### src/rtl/alu_nibble_seq.sv
// rtl/alu_nibble_seq.sv - nibble-serial ALU sequencer driving one 4-bit alu4 slice
// Operands are captured on start and streamed LSB nibble first; flags register on the last nibble.

module alu4 (
  input  logic [3:0] a_i,
  input  logic [3:0] b_i,
  input  logic       c_i,
  input  logic [2:0] ctrl_i,
  output logic [3:0] out_o,
  output logic       c_o,
  output logic       c_msb_o
);
  logic [3:0] b_eff;
  logic [3:0] low_sum;
  logic [4:0] full_sum;

  always_comb begin
    b_eff    = ctrl_i[0] ? ~b_i : b_i;
    // carry into bit 3 is the carry out of the low three bits
    low_sum  = {1'b0, a_i[2:0]} + {1'b0, b_eff[2:0]} + {3'b000, c_i};
    full_sum = {1'b0, a_i} + {1'b0, b_eff} + {4'b0000, c_i};
    out_o    = 4'h0;
    c_o      = 1'b0;
    c_msb_o  = 1'b0;
    case (ctrl_i)
      3'b000: out_o = b_i;
      3'b010, 3'b011: begin
        out_o   = full_sum[3:0];
        c_o     = full_sum[4];
        c_msb_o = low_sum[3];
      end
      3'b100: out_o = a_i & b_i;
      3'b101: out_o = a_i | b_i;
      3'b110: out_o = a_i ^ b_i;
      default: out_o = 4'h0;
    endcase
  end
endmodule

module alu_nibble_seq #(
  parameter int WIDTH = 16
) (
  input  logic             clk,
  input  logic             reset,
  input  logic             start,
  input  logic [WIDTH-1:0] A,
  input  logic [WIDTH-1:0] B,
  input  logic [2:0]       ctrl,
  output logic             ready,
  output logic             done,
  output logic [WIDTH-1:0] result,
  output logic             negative,
  output logic             zero,
  output logic             carry,
  output logic             overflow
);
  localparam int NIB = WIDTH / 4;
  localparam int CW  = (NIB > 1) ? $clog2(NIB) : 1;

  typedef enum logic [1:0] {S_IDLE, S_RUN, S_DONE} state_t;

  state_t           state_q;
  logic [WIDTH-1:0] a_q, b_q, result_q, result_d;
  logic [2:0]       op_q, op_d;
  logic [CW-1:0]    cnt_q;
  logic             cin_q, ready_q, done_q;
  logic             neg_q, zero_q, carry_q, ovf_q;
  logic [CW+1:0]    nib_base;
  logic [3:0]       alu_out;
  logic             alu_c, alu_c_msb, is_arith, last_nib;

  assign nib_base = {cnt_q, 2'b00};
  assign is_arith = (op_q[2:1] == 2'b01);
  assign last_nib = (cnt_q == CW'(NIB - 1));

  alu4 u_alu4 (
    .a_i     (a_q[nib_base +: 4]),
    .b_i     (b_q[nib_base +: 4]),
    .c_i     (cin_q),
    .ctrl_i  (op_q),
    .out_o   (alu_out),
    .c_o     (alu_c),
    .c_msb_o (alu_c_msb)
  );

  always_comb begin
    op_d = ((ctrl == 3'b001) || (ctrl == 3'b111)) ? 3'b000 : ctrl;
    result_d = result_q;
    result_d[nib_base +: 4] = alu_out;
  end

  always_ff @(posedge clk) begin
    if (reset) begin
      state_q  <= S_IDLE;
      a_q      <= '0;
      b_q      <= '0;
      op_q     <= 3'b000;
      cnt_q    <= '0;
      cin_q    <= 1'b0;
      ready_q  <= 1'b1;
      done_q   <= 1'b0;
      result_q <= '0;
      neg_q    <= 1'b0;
      zero_q   <= 1'b0;
      carry_q  <= 1'b0;
      ovf_q    <= 1'b0;
    end else begin
      case (state_q)
        S_IDLE: begin
          done_q <= 1'b0;
          if (start) begin
            a_q     <= A;
            b_q     <= B;
            op_q    <= op_d;
            cin_q   <= op_d[0];
            cnt_q   <= '0;
            ready_q <= 1'b0;
            state_q <= S_RUN;
          end
        end
        S_RUN: begin
          result_q <= result_d;
          cin_q    <= alu_c;
          cnt_q    <= cnt_q + 1'b1;
          if (last_nib) begin
            carry_q <= is_arith & alu_c;
            ovf_q   <= is_arith & (alu_c ^ alu_c_msb);
            neg_q   <= result_d[WIDTH-1];
            zero_q  <= (result_d == '0);
            done_q  <= 1'b1;
            state_q <= S_DONE;
          end
        end
        S_DONE: begin
          done_q  <= 1'b0;
          ready_q <= 1'b1;
          state_q <= S_IDLE;
        end
        default: state_q <= S_IDLE;
      endcase
    end
  end

  assign ready    = ready_q;
  assign done     = done_q;
  assign result   = result_q;
  assign negative = neg_q;
  assign zero     = zero_q;
  assign carry    = carry_q;
  assign overflow = ovf_q;
endmodule
### config.mk
export PLATFORM = sky130hd
export DESIGN_NAME = alu_nibble_seq
export DESIGN_NICKNAME = d
export VERILOG_FILES = /design/src/rtl/alu_nibble_seq.sv
export SDC_FILE = /design/constraint.sdc
export NUM_CORES = 1
export LEC_CHECK = 0
export BUFFER_PORTS_ARGS = -buffer_cell sky130_fd_sc_hd__buf_2
export CORE_AREA = 2 2 63 110
export DETAILED_ROUTE_END_ITERATION = 8
export DIE_AREA = 0 0 65 112
export PLACE_DENSITY = 0.75
export REMOVE_ABC_BUFFERS = 1
export SLEW_MARGIN = 10
export SYNTH_ARGS = -nofsm -noshare
export SYNTH_HDL_FRONTEND = slang
export SYNTH_SLANG_ARGS = --single-unit
### constraint.sdc
create_clock -name clk -period 3.3 [get_ports clk]
set_input_delay 0.165 -clock clk [delete_from_list [all_inputs] [get_ports clk]]
set_output_delay 0.165 -clock clk [all_outputs]
set_load 0.02 [all_outputs]
==> results of run 1 <==
-- final timing paths --
| check | end | from | slack [ns] |
|---|---|---|---|
| setup / recovery | zero$_SDFFE_PP0P_ | cnt_q[0]$_SDFFE_PP0P_ | 0.20 |
| hold / removal | b_q[8]$_SDFFE_PP0P_ | B[8] | 0.07 |
| setup reg to reg | zero$_SDFFE_PP0P_ | cnt_q[0]$_SDFFE_PP0P_ | 0.20 |
| hold reg to reg | b_q[0]$_SDFFE_PP0P_ | b_q[0]$_SDFFE_PP0P_ | 0.45 |
-- logic make-up (layout without fill, tap and decap cells) --
kind of cell / count (synthesis) / count (layout) / share of synthesized area, %
compound gates: 90 / 90 / 18.6
xor+xnor: 7 / 7 / 1.96
fa+ha+maj: 18 / 18 / 7.70
buf+inv: 39 / 98 / 5.01
flops: 62 / 62 / 39.8
mux: 10 / 10 / 6.09
simple gates: 151 / 151 / 20.9
-- worst register-to-register path, delay by kind of cell (launching register included) --
| kind | cells | cell delay, ns |
|---|---|---|
| XOR/XNOR | 2 | 0.41 |
| flip-flops | 1 | 0.34 |
| multiplexers | 1 | 0.56 |
| AO/OA/AOI/OAI | 4 | 0.85 |
| adder cells (fa/ha/maj) | 2 | 0.86 |
-- cell usage after synthesis, types with 2 or more instances --
| cell | n |
|---|---|
| nand3_1 | 6 |
| o2111ai_1 | 3 |
| and2_1 | 2 |
| a21o_1 | 2 |
| buf_2 | 2 |
| a32oi_1 | 4 |
| fa_1 | 2 |
| nor3_1 | 5 |
| nor2_1 | 33 |
| inv_1 | 16 |
| o22ai_1 | 2 |
| a21oi_1 | 44 |
| nand2b_1 | 3 |
| nor2b_1 | 2 |
| dfxtp_1 | 62 |
| mux2_2 | 2 |
| nor4_1 | 3 |
| mux4_2 | 7 |
| a221o_1 | 2 |
| xor2_1 | 6 |
| a22oi_1 | 15 |
| and3b_1 | 2 |
| nor3b_1 | 3 |
| ha_1 | 16 |
| nand2_1 | 85 |
| clkbuf_1 | 19 |
| o21ai_0 | 9 |
-- per-stage QoR --
stage               instances  utilization [%]  hold slack, ns  cell area, um2
floorplan                 355                -           0.234            3030
global placement          504             54.6           0.405            3490
detailed placement        504             54.6           0.414            3490
CTS                       518             58.9          0.0620            3760
global route              518             58.9          0.0751            3760
finish                    518             58.9          0.0718            3760
-- registers in the layout, summed over array words and instances (netlist names) --
name / cells
a_q: 16
b_q: 16
carry: 1
cin_q: 1
cnt_q: 2
done: 1
negative: 1
op_q: 3
overflow: 1
ready: 1
result: 16
state_q: 2
zero: 1
-- per-layer routing --
layer	share of wire, %	routed length (um)	GRT usage [%]
met2	54	3880	38.1
met5	0	0	0
met4	3.6	261	13.0
met3	5.0	360	5.45
met1	38	2720	21.2
-- area by class of cell --
class	count	area (um2)
multi-input combinational	276	1730
timing repair buffer	67	355
inverter	17	63.8
tap	82	103
clock buffer	13	270
clock inverter	1	5.00
fill	582	2630
sequential	62	1240
-- power by group through the flow --
stage | Combinational (mW) | Clock [mW] | Sequential (mW)
2_1_floorplan | 0.172 | 0 | 0.821
3_3_place_gp | 0.263 | 0 | 0.817
3_5_place_dp | 0.271 | 0 | 0.819
4_1_cts | 0.273 | 0.877 | 0.804
5_1_grt | 0.307 | 0.904 | 0.807
6_report | 0.272 | 0.855 | 0.804
==> results.yml, run 1 <==
grt:
  grt_pass1_vias: 2785
  antenna_found_initial: 0
  track_usage_pct: 21.3
  gr-total-overflow: 0
  grt_pass1_wl_um: 12000
  grt_max_degree: 36
worst_setup_path:
  crit_top_cell: "fa_1"
  cp.arrival_ns: 3.35
  slowest_stage: "mux4_2"
  path_cells: "mux4_2, xnor2_1, fa_1, fa_1, xor2_1, o2111ai_4, a221o_1, a21oi_2, a2bb2oi_1"
  crit_family: "adder cells"
  critical_path.max_fanout: 7
  worst_setup_path_start_kind: "flip-flop"
  cp.required_ns: 3.55
  cp.buffers_inverters: 0
  cpPeakStageDelay_ns: 0.56
  worstRegToRegCells: 9
  crit_path_end_kind: "flip-flop"
  critPathKind: "reg -> reg"
  cp.depth: 9
power:
  power_frac_clock_pct: 44.3
  seqPwrFrac_pct: 41.6
  power_switching_uw: 477
  p_leak_nw: 1.60
  switching_share_pct: 24.7
  vdd_drop_max_mv: 0.326
  p_int_mw: 1.45
  p_comb_share_pct: 14.1
  powerDensity_nw_per_um2: 513
  p_total_mw: 1.93
logic_synthesis:
  syn_area_um2: 3120
  synth_area_per_cell_um2: 8.28
  synth.top_cells.by_area: "dfxtp_1, nand2_1, a21oi_1"
  seq_area_frac_synth_pct: 39.8
  yosysTopAreaCellShare_pct: 39.8
  synth_edf_count: 0
  synth_top_area_cell: "dfxtp_1"
  ys_seq_elements: 62
  synth_cell_types: 47
  synth_cells: 377
  yosys_most_used_dff: "dfxtp_1"
  async_flop_share_pct: 0
  yosysWarningCount: 0
drt:
  wl_um: 7220
  vias: 2829
  ant_nets: 0
  via_per_inst: 5.46
  firstDrtPassIters: 5
  wl_per_cell_um: 13.9
  drtIter0Drc: 137
  route.detailed.drc: 0
die:
  num_io_pins: 60
  dieHeight_um: 112
  die_w_um: 65
  floorplan.initialDensity_pct: 48.8
  fp.coreArea_um2: 6390
  dieArea_um2: 7280
  row_count: 39
finish:
  layout-drive-gt1-share_pct: 22.0
  final_cell_mix: "nand2_1, dfxtp_1, buf_2"
  nNetsFinal: 489
  layout_commonest_cell: "nand2_1"
  syn2layout_area_growth_pct: 20.6
  n_antenna_cell: 0
min_path:
  whs_path_depth: 3
  hp-class: "in -> reg"
timing:
  rsz0062_at_grt: "no"
  finalHoldViolations: 0
  fmax_mhz: 323
  clock_skew_ns: 0.00332
  tightest_slew_ns: 0.647
  period_needed_ns: 3.10
  setup-tns-final_ns: 0
  setup_violations: 0
  max-slew-margin-rel_pct: 56.5
  slew_viol_final: 0
  setup_slack_ns: 0.202
  post-route-period-util_pct: 93.9
run:
  cap_violations: 0
placed_design:
  gp_congestion: 0.944
  dp_hpwl_um: 5400
  port_buffers: 59
  post-place-ws_ns: 0.229
clock_network:
  cts_root_buffer: "clkbuf_16"
  cts_made_buffers: 9
  postCtsSetupRepairBufs: 0
  cts_tree: "done"
  clock_path_buffers: 2
  cts_resized: 0
  clk_pin_slew_ns: 0.05
  cts_sinks: 62
  hold_buffers: 0
  clk_latency_ns: 0.33
  h-tree-depth: 3
outcome:
  status: "complete, no violations"
Power figures use the tool's default switching activity.
==> run 2, diff against run 1 <==
RECOVER_POWER = 100   (was not set)
==> run 2 against run 1 <==
Effect of this change:
- the flow now finishes with violations (capacitance limit, slew limit)
- total power fell by 0.21%
- sequential cell count did not move
- wire length rose by 0.84%
- global-route usage did not move
- register-to-register slack barely moved
- fmax fell by 0.20%
- critical path depth did not move
- worst hold slack improved by 0.0018 ns
- clock power barely moved
- non-clock buffer count did not move
- sequential power barely moved
- utilization fell by 0.55 points
- critical endpoint unchanged
- largest cell class unchanged
- highest routed layer unchanged
==> results.yml, run 2 (synthesis gave the netlist of run 1 again) <==
outcome:
  status: "finished with violations"
  failed_checks: "capacitance limit, slew limit"
power:
  p_leak_nw: 1.50
  vdd_drop_max_mv: 0.326
  powerDensity_nw_per_um2: 517
clock_network:
  cts_resized: 0
  h-tree-depth: 3
  clk_pin_slew_ns: 0.05
  cts_made_buffers: 9
  postCtsSetupRepairBufs: 0
  clk_latency_ns: 0.33
  cts_root_buffer: "clkbuf_16"
  clock_path_buffers: 2
  cts_sinks: 62
  cts_tree: "done"
  hold_buffers: 0
finish:
  n_antenna_cell: 0
  fin_cells: 518
  final_cell_mix: "nand2_1, dfxtp_1, a21oi_1"
  layout_commonest_cell: "nand2_1"
  multiInputGateArea_um2: 1730
  seq_area_um2: 1240
  syn2layout_area_growth_pct: 19.5
  layout-drive-gt1-share_pct: 16.3
  nNetsFinal: 489
  n_fill_cell: 598
timing:
  setup_violations: 0
  max-slew-margin-rel_pct: -21.3
  setup-tns-final_ns: 0
  post-route-period-util_pct: 94.1
  finalHoldViolations: 0
  clock_skew_ns: 0.00429
  slew_viol_final: 36
  rsz0062_at_grt: "no"
  tightest_slew_ns: 1.82
  period_needed_ns: 3.10
  holdWs_ns: 0.0736
  setup_slack_ns: 0.196
  fmax_mhz: 322
grt:
  grt_pass1_wl_um: 12000
  gr-total-overflow: 0
  track_usage_pct: 21.3
  antenna_found_initial: 0
  grt_max_degree: 36
  grt_pass1_vias: 2785
die:
  dieHeight_um: 112
  dieArea_um2: 7280
  row_count: 39
  floorplan.initialDensity_pct: 48.8
  die_w_um: 65
  fp.coreArea_um2: 6390
  num_io_pins: 60
drt:
  route.detailed.drc: 0
  firstDrtPassIters: 6
  met3_length_um: 321
  wl_per_cell_um: 14.1
  drtIter0Drc: 133
  met2_length_um: 3910
  wl_um: 7290
  dr.max_layer_used: "met4"
  vias: 2834
  wl_met1_um: 2830
  via_per_inst: 5.47
  ant_nets: 0
worst_setup_path:
  critical_path.max_fanout: 7
  critPathKind: "reg -> reg"
  cp-startpoint: "cnt_q[0]$_SDFFE_PP0P_"
  r2r_start: "cnt_q[0]$_SDFFE_PP0P_"
  worstRegToRegCells: 9
  cp.required_ns: 3.55
  crit_path_end_kind: "flip-flop"
  cp.arrival_ns: 3.36
  worst_setup_path_start_kind: "flip-flop"
placed_design:
  dp_hpwl_um: 5400
  post-place-ws_ns: 0.229
  port_buffers: 59
  gp_congestion: 0.944
  placed_cells: 504
min_path:
  min-delay-start: "B[8]"
  hp-class: "in -> reg"
  whs_path_depth: 3
run:
  cap_violations: 1
run 2: layout make-up:
class	count	share of cell area (%)
Multi-Input combinational cell	276	46.3
Sequential cell	62	33.3
Timing Repair Buffer	67	8.59
Clock buffer	13	7.25
Tap cell	82	2.75
Inverter	17	1.71
Clock inverter	1	0.134
run 2: worst paths after layout:
kind | to | slack, ns
max | zero$_SDFFE_PP0P_ | 0.20
min | b_q[8]$_SDFFE_PP0P_ | 0.07
max reg2reg | zero$_SDFFE_PP0P_ | 0.20
min reg2reg | b_q[0]$_SDFFE_PP0P_ | 0.45
run 2: power by group:
part | leakage [nW] | internal, mW | total (mW) | switching (mW)
sequential | 0.506 | 0.783 | 0.804 | 0.0213
combinational | 0.857 | 0.109 | 0.269 | 0.160
clock | 0.138 | 0.558 | 0.853 | 0.296
total | 1.50 | 1.45 | 1.93 | 0.477
run 2: through the flow:
stage	cell area (um2)	total power, mW	util, %
after floorplan	3030	0.993	-
after global placement	3490	1.08	54.6
after detailed placement	3490	1.09	54.6
after CTS	3760	1.95	58.9
after global routing	3730	2.01	58.3
final	3730	1.93	58.3
run 2: critical path, cell delays in order (launching register included):
cell,delay (ns)
dfxtp_1,0.34
mux4_2,0.56
xnor2_1,0.17
fa_1,0.44
fa_1,0.42
xor2_1,0.24
o2111ai_4,0.20
a221o_1,0.38
a21oi_2,0.10
a2bb2oi_1,0.17
run 2: per-layer routing:
layer	track usage [%]	vias up
li1	-	1409
met1	21.2	1329
met2	38.1	80
met3	5.45	16
met4	13.0	0
met5	0	-
